### src/rtl/gnw_asset_loader_pkg.sv
// Shared types and default geometry for the Game & Watch asset loader.
package gnw_pkg;

   localparam int unsigned ROM_SIZE_DEF   = 4096;
   localparam int unsigned PAL_SIZE_DEF   = 768;
   localparam int unsigned SCR_W_DEF      = 800;
   localparam int unsigned SCR_H_DEF      = 600;
   localparam int unsigned SDRAM_BASE_DEF = 0;

   localparam int unsigned OFFS_W = 25;

   // Default region bases in file-offset space
   localparam int unsigned PAL_BASE_DEF = ROM_SIZE_DEF;
   localparam int unsigned SCR_BASE_DEF = ROM_SIZE_DEF + PAL_SIZE_DEF;
   localparam int unsigned SCR_END_DEF  = SCR_BASE_DEF + SCR_W_DEF * SCR_H_DEF * 2;

   typedef enum logic [2:0] {
      IDLE,
      LOAD,
      WRITE,
      FLUSH,
      DONE
   } state_t;

   typedef enum logic [1:0] {
      RGN_ROM,
      RGN_PAL,
      RGN_SCR,
      RGN_NONE
   } region_t;

   // Classify a file offset against the three region end points
   function automatic region_t decode_region(input logic [OFFS_W-1:0] offs,
                                             input logic [OFFS_W-1:0] pal_base,
                                             input logic [OFFS_W-1:0] scr_base,
                                             input logic [OFFS_W-1:0] scr_end);
      region_t r;
      if (offs < pal_base)      r = RGN_ROM;
      else if (offs < scr_base) r = RGN_PAL;
      else if (offs < scr_end)  r = RGN_SCR;
      else                      r = RGN_NONE;
      return r;
   endfunction

endpackage

### src/rtl/gnw_asset_loader_if.sv
// SDRAM write bus between the asset loader and the memory controller.
interface gnw_asset_loader_if;

   logic [24:0] sdram_addr;
   logic [15:0] sdram_din;
   logic        sdram_we;
   logic        sdram_ack;

   modport master (
      output sdram_addr,
      output sdram_din,
      output sdram_we,
      input  sdram_ack
   );

   modport slave (
      input  sdram_addr,
      input  sdram_din,
      input  sdram_we,
      output sdram_ack
   );

endinterface

### src/rtl/gnw_asset_loader_word_packer.sv
// Pairs image bytes into 16-bit {cid,mask} words and holds the SDRAM
// request (and the HPS stall) until the controller acknowledges it.
module gnw_word_packer
   import gnw_pkg::*;
#(
   parameter int unsigned SDRAM_BASE = SDRAM_BASE_DEF
) (
   input  logic               clk,
   input  logic               reset,
   input  logic               clear_pend,
   input  logic               latch_en,
   input  logic               issue_en,
   input  logic               flush_en,
   input  logic [7:0]         byte_in,
   input  logic [OFFS_W-1:0]  rel_in,
   output logic               pending,
   output logic               ack_seen,
   output logic               wait_o,
   gnw_asset_loader_if.master sdram
);

   localparam logic [OFFS_W-1:0] BASE = OFFS_W'(SDRAM_BASE);
   localparam logic [OFFS_W-1:0] EVEN_MASK = ~OFFS_W'(1);

   logic [7:0]        hi_q, hi_d;
   logic              pend_q, pend_d;
   logic [OFFS_W-1:0] pend_addr_q, pend_addr_d;
   logic              we_q, we_d;
   logic              wait_q, wait_d;
   logic [OFFS_W-1:0] addr_q, addr_d;
   logic [15:0]       din_q, din_d;

   // Next-state for the byte latch and the outstanding-write holder
   always_comb begin
      hi_d        = hi_q;
      pend_d      = pend_q;
      pend_addr_d = pend_addr_q;
      we_d        = we_q;
      wait_d      = wait_q;
      addr_d      = addr_q;
      din_d       = din_q;
      ack_seen    = we_q & sdram.sdram_ack;

      if (clear_pend) pend_d = 1'b0;

      if (ack_seen) begin
         we_d   = 1'b0;
         wait_d = 1'b0;
      end

      if (latch_en) begin
         hi_d        = byte_in;
         pend_d      = 1'b1;
         pend_addr_d = rel_in & EVEN_MASK;
      end

      // Odd byte pairs with whatever is in the latch, even if stale
      if (issue_en) begin
         we_d   = 1'b1;
         wait_d = 1'b1;
         addr_d = (BASE + (rel_in & EVEN_MASK)) & EVEN_MASK;
         din_d  = {hi_q, byte_in};
         pend_d = 1'b0;
      end

      // Flush may coincide with the final even byte, so use the _d view
      if (flush_en) begin
         we_d   = 1'b1;
         wait_d = 1'b1;
         addr_d = (BASE + pend_addr_d) & EVEN_MASK;
         din_d  = {hi_d, 8'h00};
         pend_d = 1'b0;
      end
   end

   // Register the latch and request state
   always_ff @(posedge clk) begin
      if (reset) begin
         hi_q        <= '0;
         pend_q      <= 1'b0;
         pend_addr_q <= '0;
         we_q        <= 1'b0;
         wait_q      <= 1'b0;
         addr_q      <= '0;
         din_q       <= '0;
      end else begin
         hi_q        <= hi_d;
         pend_q      <= pend_d;
         pend_addr_q <= pend_addr_d;
         we_q        <= we_d;
         wait_q      <= wait_d;
         addr_q      <= addr_d;
         din_q       <= din_d;
      end
   end

   assign pending          = pend_q;
   assign wait_o           = wait_q;
   assign sdram.sdram_we   = we_q;
   assign sdram.sdram_addr = addr_q;
   assign sdram.sdram_din  = din_q;

endmodule

### src/rtl/gnw_asset_loader.sv
// Routes the HPS asset download to MCU ROM, palette RAM and SDRAM image.
module gnw_asset_loader
   import gnw_pkg::*;
#(
   parameter int unsigned ROM_SIZE   = ROM_SIZE_DEF,
   parameter int unsigned PAL_SIZE   = PAL_SIZE_DEF,
   parameter int unsigned SCR_W      = SCR_W_DEF,
   parameter int unsigned SCR_H      = SCR_H_DEF,
   parameter int unsigned SDRAM_BASE = SDRAM_BASE_DEF
) (
   input  logic               clk,
   input  logic               reset,
   input  logic               ioctl_download,
   input  logic               ioctl_wr,
   input  logic [24:0]        ioctl_addr,
   input  logic [7:0]         ioctl_dout,
   output logic               ioctl_wait,
   output logic               rom_we,
   output logic [11:0]        rom_addr,
   output logic [7:0]         rom_dout,
   output logic               pal_load,
   output logic [9:0]         pal_addr,
   output logic [7:0]         pal_din,
   gnw_asset_loader_if.master sdram,
   output logic               done
);

   localparam logic [OFFS_W-1:0] PAL_BASE = OFFS_W'(ROM_SIZE);
   localparam logic [OFFS_W-1:0] SCR_BASE = OFFS_W'(ROM_SIZE + PAL_SIZE);
   localparam logic [OFFS_W-1:0] SCR_END  = OFFS_W'(ROM_SIZE + PAL_SIZE + SCR_W * SCR_H * 2);

   state_t            state_q, state_d;
   logic              dl_q;
   logic              done_q, done_d;
   logic              rom_we_q, rom_we_d;
   logic [11:0]       rom_addr_q, rom_addr_d;
   logic [7:0]        rom_dout_q, rom_dout_d;
   logic              pal_load_q, pal_load_d;
   logic [9:0]        pal_addr_q, pal_addr_d;
   logic [7:0]        pal_din_q, pal_din_d;

   region_t           region;
   logic [OFFS_W-1:0] rel_scr;
   logic              accept;
   logic              dl_rise;
   logic              clear_pend, latch_en, issue_en, flush_en;
   logic              pending, ack_seen;

   assign region  = decode_region(ioctl_addr, PAL_BASE, SCR_BASE, SCR_END);
   assign rel_scr = ioctl_addr - SCR_BASE;
   assign accept  = ioctl_wr & ~ioctl_wait;
   assign dl_rise = ioctl_download & ~dl_q;

   // Sequencing FSM plus ROM/palette strobe generation
   always_comb begin
      state_d    = state_q;
      done_d     = done_q;
      rom_we_d   = 1'b0;
      rom_addr_d = rom_addr_q;
      rom_dout_d = rom_dout_q;
      pal_load_d = 1'b0;
      pal_addr_d = pal_addr_q;
      pal_din_d  = pal_din_q;
      clear_pend = 1'b0;
      latch_en   = 1'b0;
      issue_en   = 1'b0;
      flush_en   = 1'b0;

      case (state_q)
         IDLE: begin
            if (dl_rise) begin
               state_d    = LOAD;
               done_d     = 1'b0;
               clear_pend = 1'b1;
            end
         end
         LOAD: begin
            if (accept) begin
               case (region)
                  RGN_ROM: begin
                     rom_we_d   = 1'b1;
                     rom_addr_d = ioctl_addr[11:0];
                     rom_dout_d = ioctl_dout;
                  end
                  RGN_PAL: begin
                     pal_load_d = 1'b1;
                     pal_addr_d = 10'(ioctl_addr - PAL_BASE);
                     pal_din_d  = ioctl_dout;
                  end
                  RGN_SCR: begin
                     if (rel_scr[0]) issue_en = 1'b1;
                     else            latch_en = 1'b1;
                  end
                  default: ;
               endcase
            end
            if (issue_en) begin
               state_d = WRITE;
            end else if (!ioctl_download) begin
               if (pending || latch_en) begin
                  state_d  = FLUSH;
                  flush_en = 1'b1;
               end else begin
                  state_d = DONE;
                  done_d  = 1'b1;
               end
            end
         end
         WRITE: begin
            if (ack_seen) begin
               if (ioctl_download) begin
                  state_d = LOAD;
               end else begin
                  state_d = DONE;
                  done_d  = 1'b1;
               end
            end
         end
         FLUSH: begin
            if (ack_seen) begin
               state_d = DONE;
               done_d  = 1'b1;
            end
         end
         DONE: begin
            state_d = IDLE;
         end
         default: state_d = IDLE;
      endcase
   end

   // State and registered sink-port outputs
   always_ff @(posedge clk) begin
      if (reset) begin
         state_q    <= IDLE;
         dl_q       <= 1'b0;
         done_q     <= 1'b0;
         rom_we_q   <= 1'b0;
         rom_addr_q <= '0;
         rom_dout_q <= '0;
         pal_load_q <= 1'b0;
         pal_addr_q <= '0;
         pal_din_q  <= '0;
      end else begin
         state_q    <= state_d;
         dl_q       <= ioctl_download;
         done_q     <= done_d;
         rom_we_q   <= rom_we_d;
         rom_addr_q <= rom_addr_d;
         rom_dout_q <= rom_dout_d;
         pal_load_q <= pal_load_d;
         pal_addr_q <= pal_addr_d;
         pal_din_q  <= pal_din_d;
      end
   end

   gnw_word_packer #(
      .SDRAM_BASE(SDRAM_BASE)
   ) u_packer (
      .clk        (clk),
      .reset      (reset),
      .clear_pend (clear_pend),
      .latch_en   (latch_en),
      .issue_en   (issue_en),
      .flush_en   (flush_en),
      .byte_in    (ioctl_dout),
      .rel_in     (rel_scr),
      .pending    (pending),
      .ack_seen   (ack_seen),
      .wait_o     (ioctl_wait),
      .sdram      (sdram)
   );

   assign rom_we   = rom_we_q;
   assign rom_addr = rom_addr_q;
   assign rom_dout = rom_dout_q;
   assign pal_load = pal_load_q;
   assign pal_addr = pal_addr_q;
   assign pal_din  = pal_din_q;
   assign done     = done_q;

endmodule

### src/flat_wrapper.sv
// flat-port wrapper written by rule: the top's interface ports become plain ports
module gnw_asset_loader_flat import gnw_pkg::*;
#(
   parameter int unsigned ROM_SIZE   = ROM_SIZE_DEF,
   parameter int unsigned PAL_SIZE   = PAL_SIZE_DEF,
   parameter int unsigned SCR_W      = SCR_W_DEF,
   parameter int unsigned SCR_H      = SCR_H_DEF,
   parameter int unsigned SDRAM_BASE = SDRAM_BASE_DEF
)
  (clk, reset, ioctl_download, ioctl_wr, ioctl_addr, ioctl_dout, ioctl_wait, rom_we, rom_addr, rom_dout, pal_load, pal_addr, pal_din, done, sdram_sdram_addr, sdram_sdram_din, sdram_sdram_we, sdram_sdram_ack);
  gnw_asset_loader_if sdram_i ();
  input  logic clk;
  input  logic reset;
  input  logic ioctl_download;
  input  logic ioctl_wr;
  input  logic [24:0] ioctl_addr;
  input  logic [7:0] ioctl_dout;
  output logic ioctl_wait;
  output logic rom_we;
  output logic [11:0] rom_addr;
  output logic [7:0] rom_dout;
  output logic pal_load;
  output logic [9:0] pal_addr;
  output logic [7:0] pal_din;
  output logic done;
  output wire logic [$bits(sdram_i.sdram_addr)-1:0] sdram_sdram_addr;
  output wire logic [$bits(sdram_i.sdram_din)-1:0] sdram_sdram_din;
  output wire logic [$bits(sdram_i.sdram_we)-1:0] sdram_sdram_we;
  input wire logic [$bits(sdram_i.sdram_ack)-1:0] sdram_sdram_ack;
  assign sdram_sdram_addr = sdram_i.sdram_addr;
  assign sdram_sdram_din = sdram_i.sdram_din;
  assign sdram_sdram_we = sdram_i.sdram_we;
  assign sdram_i.sdram_ack = sdram_sdram_ack;
  gnw_asset_loader #(.ROM_SIZE(ROM_SIZE), .PAL_SIZE(PAL_SIZE), .SCR_W(SCR_W), .SCR_H(SCR_H), .SDRAM_BASE(SDRAM_BASE)) u_core (.clk(clk), .reset(reset), .ioctl_download(ioctl_download), .ioctl_wr(ioctl_wr), .ioctl_addr(ioctl_addr), .ioctl_dout(ioctl_dout), .ioctl_wait(ioctl_wait), .rom_we(rom_we), .rom_addr(rom_addr), .rom_dout(rom_dout), .pal_load(pal_load), .pal_addr(pal_addr), .pal_din(pal_din), .sdram(sdram_i), .done(done));
endmodule
### config.mk
export PLATFORM = sky130hd
export DESIGN_NAME = gnw_asset_loader_flat
export DESIGN_NICKNAME = d
export VERILOG_FILES = /design/src/rtl/gnw_asset_loader_pkg.sv /design/src/rtl/gnw_asset_loader_if.sv /design/src/rtl/gnw_asset_loader_word_packer.sv /design/src/rtl/gnw_asset_loader.sv /design/src/flat_wrapper.sv
export SDC_FILE = /design/constraint.sdc
export NUM_CORES = 1
export LEC_CHECK = 0
export CELL_PAD_IN_SITES_DETAIL_PLACEMENT = 0
export CELL_PAD_IN_SITES_GLOBAL_PLACEMENT = 1
export CORE_UTILIZATION = 36
export DETAILED_ROUTE_END_ITERATION = 10
export HOLD_SLACK_MARGIN = 0.12
export PLACE_DENSITY_LB_ADDON = 0.1
export SYNTH_ARGS = -nofsm -noshare
export SYNTH_HDL_FRONTEND = slang
export SYNTH_SLANG_ARGS = --single-unit
### constraint.sdc
create_clock -name clk -period 2.9 [get_ports clk]
set_input_delay 0.29 -clock clk [delete_from_list [all_inputs] [get_ports clk]]
set_output_delay 0.29 -clock clk [all_outputs]
set_load 0.02 [all_outputs]
; After elaboration in Yosys (flattened, before gate mapping)
; Cells that the tools add are included.
; Widths: inputs -> output; s select.
[classes]
bitwise_logic = 7
add_sub_neg = 2
reduce_logical = 14
muxes = 48
n_lt_le_gt_ge = 3
n_eq_ne = 13
[ops]
columns = operator, count
row1 = $mux 25, 3
row2 = $lt 25x13->1 const B, 2
row3 = $mux 16, 2
row4 = $mux 1, 31
row5 = $lt 25x20->1 const B, 1
row6 = $sub 25x13->25 const B, 1
row7 = $mux 3, 7
row8 = $pmux 3 s4, 1
row9 = $sub 10x1->10 const B, 1
row10 = $mux 8, 1
row11 = $ne 2x2->1 const B, 4
row12 = $reduce_and 8->1, 1
row13 = $eq 3x2->1 const B, 2
row14 = $ne 2x1->1 const B, 3
row15 = $reduce_and 3->1, 2
row16 = $reduce_or 3->1, 2
row17 = $mux 2, 2
row18 = $not 1->1, 4
row19 = $pmux 1 s4, 1
row20 = $reduce_and 4->1, 1
row21 = $reduce_bool 2->1, 2
row22 = $reduce_bool 4->1, 1
row23 = $and 1x1->1, 3
row24 = $eq 3x1->1 const B, 1
row25 = 8 further kinds, 8
[totals]
output_inout_bits = 84
ff_bits = 119
elab_cells = 103

; Depth between registers and ports, before layout
[depth]
word_depth = 14
mapped_depth = 10

; By module
; Synthesis repeated with hierarchy kept, for this count alone.
[hier_totals]
cells_unflattened = 541
hier_area_um2 = 5162.5
[by_module_without_submodules]
columns = module, cells_per_inst, area_each_um2, n_inst
row1 = gnw_word_packer, 303, 3004.1, 1
row2 = gnw_asset_loader, 238, 2158.3, 1

; Worst setup path before layout
; Ideal clock, no wire load.
[synth_timing]
path_kind = input to register
start = input port ioctl_addr[15]
end = register u_core.u_packer.addr_q[15], in the netlist u_core.u_packer.sdram.sdram_addr[15]
t_arrival_ns = 2.074
path_slack_ns = 0.700
stages = 8
path_buffers = 1
required_ns = 2.774
path_cell_list = or4_4 -> a211oi_4 -> nor4_1 -> nand2_1 -> buf_4 -> mux2_2 -> a22oi_1 -> o21ai_0
[synth_between]
elab_chain_len = 14
[synth_rtl]
columns = element, line_no
row1 = from (decl), flat_wrapper.sv:16  ; input logic [24:0] ioctl_addr;
row2 = $lt 25x20->1, gnw_asset_loader_pkg.sv:40  ; else if (offs < scr_end) r = RGN_SCR;
row3 = $mux 1, gnw_asset_loader_pkg.sv:40
row4 = $mux 2, gnw_asset_loader_pkg.sv:39  ; else if (offs < scr_base) r = RGN_PAL;
row5 = $mux 2, gnw_asset_loader_pkg.sv:38  ; if (offs < pal_base) r = RGN_ROM;
row6 = $eq 2x2->1, gnw_asset_loader.sv:79  ; case (region)
row7 = $mux 1, gnw_asset_loader.sv:79
row8 = $mux 1, gnw_asset_loader.sv:78  ; if (accept) begin
row9 = $mux 1, gnw_asset_loader.sv:69  ; case (state_q)
row10 = $logic_or 1x1->1, gnw_asset_loader.sv:100  ; if (pending || latch_en) begin
row11 = $mux 1, gnw_asset_loader.sv:100
row12 = $mux 1, gnw_asset_loader.sv:99  ; end else if (!ioctl_download) begin
row13 = $mux 1, gnw_asset_loader.sv:97  ; if (issue_en) begin
row14 = $mux 1, gnw_asset_loader.sv:69
row15 = $mux 25 or $reduce_bool 2->1 (tied branches), -
row16 = to (signal assigned), gnw_asset_loader_word_packer.sv:92  ; addr_q <= addr_d;
row17 = to (decl), gnw_asset_loader_word_packer.sv:30  ; logic [OFFS_W-1:0] addr_q, addr_d;
; Parallel ways exist; a longest one is shown, timed or not. The select of a mux whose other input is x is not followed.
; A chain may end at the register's enable or synchronous reset.

; Worst setup path after layout
[layout_timing]
start = input port ioctl_addr[15]
end = register u_core.u_packer.din_q[8], in the netlist u_core.u_packer.sdram.sdram_din[8]
[layout_between]
elab_chain_len = 14
[layout_rtl]
columns = element, line_no
row1 = $lt 25x20->1, gnw_asset_loader_pkg.sv:40
row2 = $mux 1, gnw_asset_loader_pkg.sv:40
row3 = $mux 2, gnw_asset_loader_pkg.sv:39
row4 = $mux 2 *, gnw_asset_loader_pkg.sv:38
row5 = $eq 2x2->1 *, gnw_asset_loader.sv:79
row6 = $mux 1, gnw_asset_loader.sv:79
row7 = $mux 1, gnw_asset_loader.sv:78
row8 = $mux 1, gnw_asset_loader.sv:69
row9 = $logic_or 1x1->1, gnw_asset_loader.sv:100
row10 = $mux 1, gnw_asset_loader.sv:100
row11 = $mux 1, gnw_asset_loader.sv:99
row12 = $mux 1, gnw_asset_loader.sv:97
row13 = $mux 1, gnw_asset_loader.sv:69
row14 = $mux 16 or $reduce_bool 2->1 (tied branches), -
row15 = to (signal assigned), gnw_asset_loader_word_packer.sv:93  ; din_q <= din_d;
row16 = to (decl), gnw_asset_loader_word_packer.sv:31  ; logic [15:0] din_q, din_d;
; Every way passes the cells marked *; elsewhere a longest branch is shown, timed or not. The select of a mux whose other input is x is not followed.

==> key figures <==
Pwr
  – Power Density: 578 nW/um^2
  – Final total power: 4.06 mW
  – LEAKAGE: 2.55 nW
  – Peak supply drop: 288 uV

Worst setup path
  – Slowest cell on the critical path: or4_4
  – CP Launch Type: input port
  – Crit path required time: 3220 ps
  – Worst path max stage delay: 570 ps
  – CP max FO: 26
  – R2R cell count: 7
  – Cell Chain, Critical Path: clkdlybuf4s50_1 -> or4_4 -> a211oi_4 -> nor2_1 -> a21o_1 -> a21oi_4 -> buf_12 -> buf_12 -> a211oi_1 -> a211oi_1
  – CP Data Arrival Time: 2740 ps
  – WP buf/inv: 3
  – CP delay by family, top: compound AO/OA/AOI/OAI gates
  – WP depth: 10
  – Critical path class: input port to flip-flop
  – Crit path capture type: flip-flop

Min path
  – Worst hold path class: input port to flip-flop
  – Min-Delay Path Depth: 2

STA
  – Final hold vios: 0
  – Fin crit share: 83.3%
  – Final setup vio count: 0
  – Fin. max-slew vios: 0
  – WHS: 314 ps
  – RSZ-0062 raised after global routing: no
  – Setup TNS: 0 ps
  – Skew final: 13.4 ps
  – Worst slew margin: 49.6%
  – Slew @ Worst Pin: 749 ps
  – Max Fclk: 414 MHz
  – Fin crit period: 2420 ps

Finish
  – Nets: 736
  – Post-layout util: 52.8%
  – Most frequent cells in the layout: 119 x clkdlybuf4s50_1, 119 x dfxtp_1, 105 x nand2_1
  – Area added between synthesis and finish: 42.6%
  – Antenna diodes: 0
  – Layout cell share with drive strength beyond 1: 10.7%
  – Cell area after layout: 7020 um^2

Synthesis
  – Syn_area_per_cell: 8.66 um^2
  – Cell type with the highest aggregate area in the netlist: dfxtp_1
  – Synth Register Bits: 119
  – Top cell type's share of synthesized area: 48.4%
  – Yosys warnings: 0
  – Main flop type after synthesis: dfxtp_1
  – Cell count after synthesis: 568
  – Synth cell types: 49
  – Sequential fraction of the synthesis area: 48.4%
  – Top cells by area, synth: dfxtp_1 48%, nand2_1 8.0%, a211oi_1 6.1%, a21oi_1 6.1%, mux2i_1 5.9%
  – Post-Syn Nets: 607
  – Number of flops mapped to enable cells by yosys: 0
  – Ys async rst share: 0%
  – Post-Syn Area: 4920 um^2

Floorplanning
  – DIE AREA: 14,100 um^2
  – # rows: 42
  – Die width: 119 um
  – Initial core utilization: 37.0%
  – Die height: 119 um
  – Core area: 13,300 um^2
  – # IOs: 122

CTS
  – Post-cts resize count: 0
  – Root buffer cell: clkbuf_16
  – CTS hold repair buffers: 0
  – CTS max path bufs: 2
  – Clk_lat worst skew: 420 ps
  – H-tree Lvls: 4
  – CTS tree: built
  – Clk slew on worst S/H paths: 50 ps
  – Total CTS buffers: 17
  – Setup bufs post-CTS: 0
  – Clock sink total: 119

Drt
  – Vias: 4,408
  – Vias per inst: 4.98
  – Initial DRC count: 265
  – 1st-pass router iterations: 7
  – Routed wire per std cell: 15.9 um
  – Total Routed Length: 14.0 mm
  – Number of remaining DRC errors: 0
  – Post-route ant nets: 0

GRT
  – Total gr overflow: 0
  – Gr usage total: 21.0%
  – Largest net degree at the start of global routing: 46
  – First-pass GRT wire length: 22.6 mm
  – Number of global-route vias before repair: 4,230
  – Initial antenna violation count: 0

Outcome
  – Run status: finished, final reports clean

Placed design
  – Area after DPL: 6440 um^2
  – Placer Congestion: 0.802
  – Port Buffers: 120
  – HPWL after DPL: 9.87 mm

Flow run
  – Max Cap Viol: 0
cell usage after synthesis (all sizes together) (2+ instances only):
master and n:
a211oi 43, a21oi 61, a31oi 2, and2 18
buf 21, clkbuf 20, dfxtp 119, inv 4
mux2 7, mux2i 29, nand2 105, nand2b 2
nand3 4, nand3b 2, nand4 4, nor2 64
nor2b 2, nor3 8, nor3b 4, nor4 4
o211ai 3, o21ai 6, or2 4, or3 6
or4 2, xnor2 7, xor2 4
cell families (layout without fill, tap and decap cells):
logic type / Yosys count / count (layout) / share of synthesized area (%)
simple gates: 231 / 231 / 21.0
compound gates: 124 / 124 / 16.3
flops: 119 / 119 / 48.4
buf+inv: 45 / 186 / 4.53
mux: 36 / 36 / 7.50
xor+xnor: 11 / 11 / 1.96
fa+ha+maj: 1 / 1 / 0.254
other cells: 1 / 1 / 0.0762
power breakdown:
part           switching [mW]  leakage [nW]  internal (mW)
logic                   0.188          1.31          0.143
clock network           0.718         0.275           1.32
registers              0.0286         0.959           1.66
total                   0.935          2.55           3.12
metrics by stage:
step	std cells	worst slack, ps
floorplan	568	700
global placement	854	103
detailed placement	854	62.7
CTS	885	490
global route	885	324
finish	885	483
sequential cells by signal (all words and copies together), names as in the netlist, 8 cells and up:
| signal | count |
|---|---|
| u_core.u_packer.hi_q | 8 |
| u_core.pal_din | 8 |
| u_core.u_packer.sdram.sdram_din | 16 |
| u_core.u_packer.pend_addr_q | 24 |
| u_core.rom_dout | 8 |
| u_core.pal_addr | 10 |
| u_core.u_packer.sdram.sdram_addr | 24 |
| u_core.rom_addr | 12 |
layout make-up:
cell class	count	area, um^2
fill	1248	6280
sequential	119	2380
multi-input combinational	404	2320
timing repair buffer	151	1510
clock buffer	23	478
tap	176	220
clock inverter	8	97.6
inverter	4	15.0
final timing paths:
kind | from | to | slack [ps]
worst min register to register | u_core.pal_addr[4]$_SDFFE_PP0P_ | u_core.pal_addr[4]$_SDFFE_PP0P_ | 450
worst max register to register | u_core.u_packer.wait_o$_SDFFE_PP0P_ | u_core.u_packer.sdram.sdram_addr[17]$_SDFFE_PP0P_ | 590
worst min-delay path | reset | u_core.dl_q$_SDFF_PP0_ | 310
worst max-delay path | ioctl_addr[15] | u_core.u_packer.sdram.sdram_din[8]$_SDFFE_PP0P_ | 480
metal layers:
layer	routed length (um)	part of all wire [%]	vias to the layer above	global-route usage [%]
li1	-	-	2211	-
met1	6740	48	2051	28.1
met2	6400	46	134	32.1
met3	734	5.2	12	5.32
met4	164	1.2	0	8.31
met5	0	0	-	0
(Power assumes the default switching activity.)
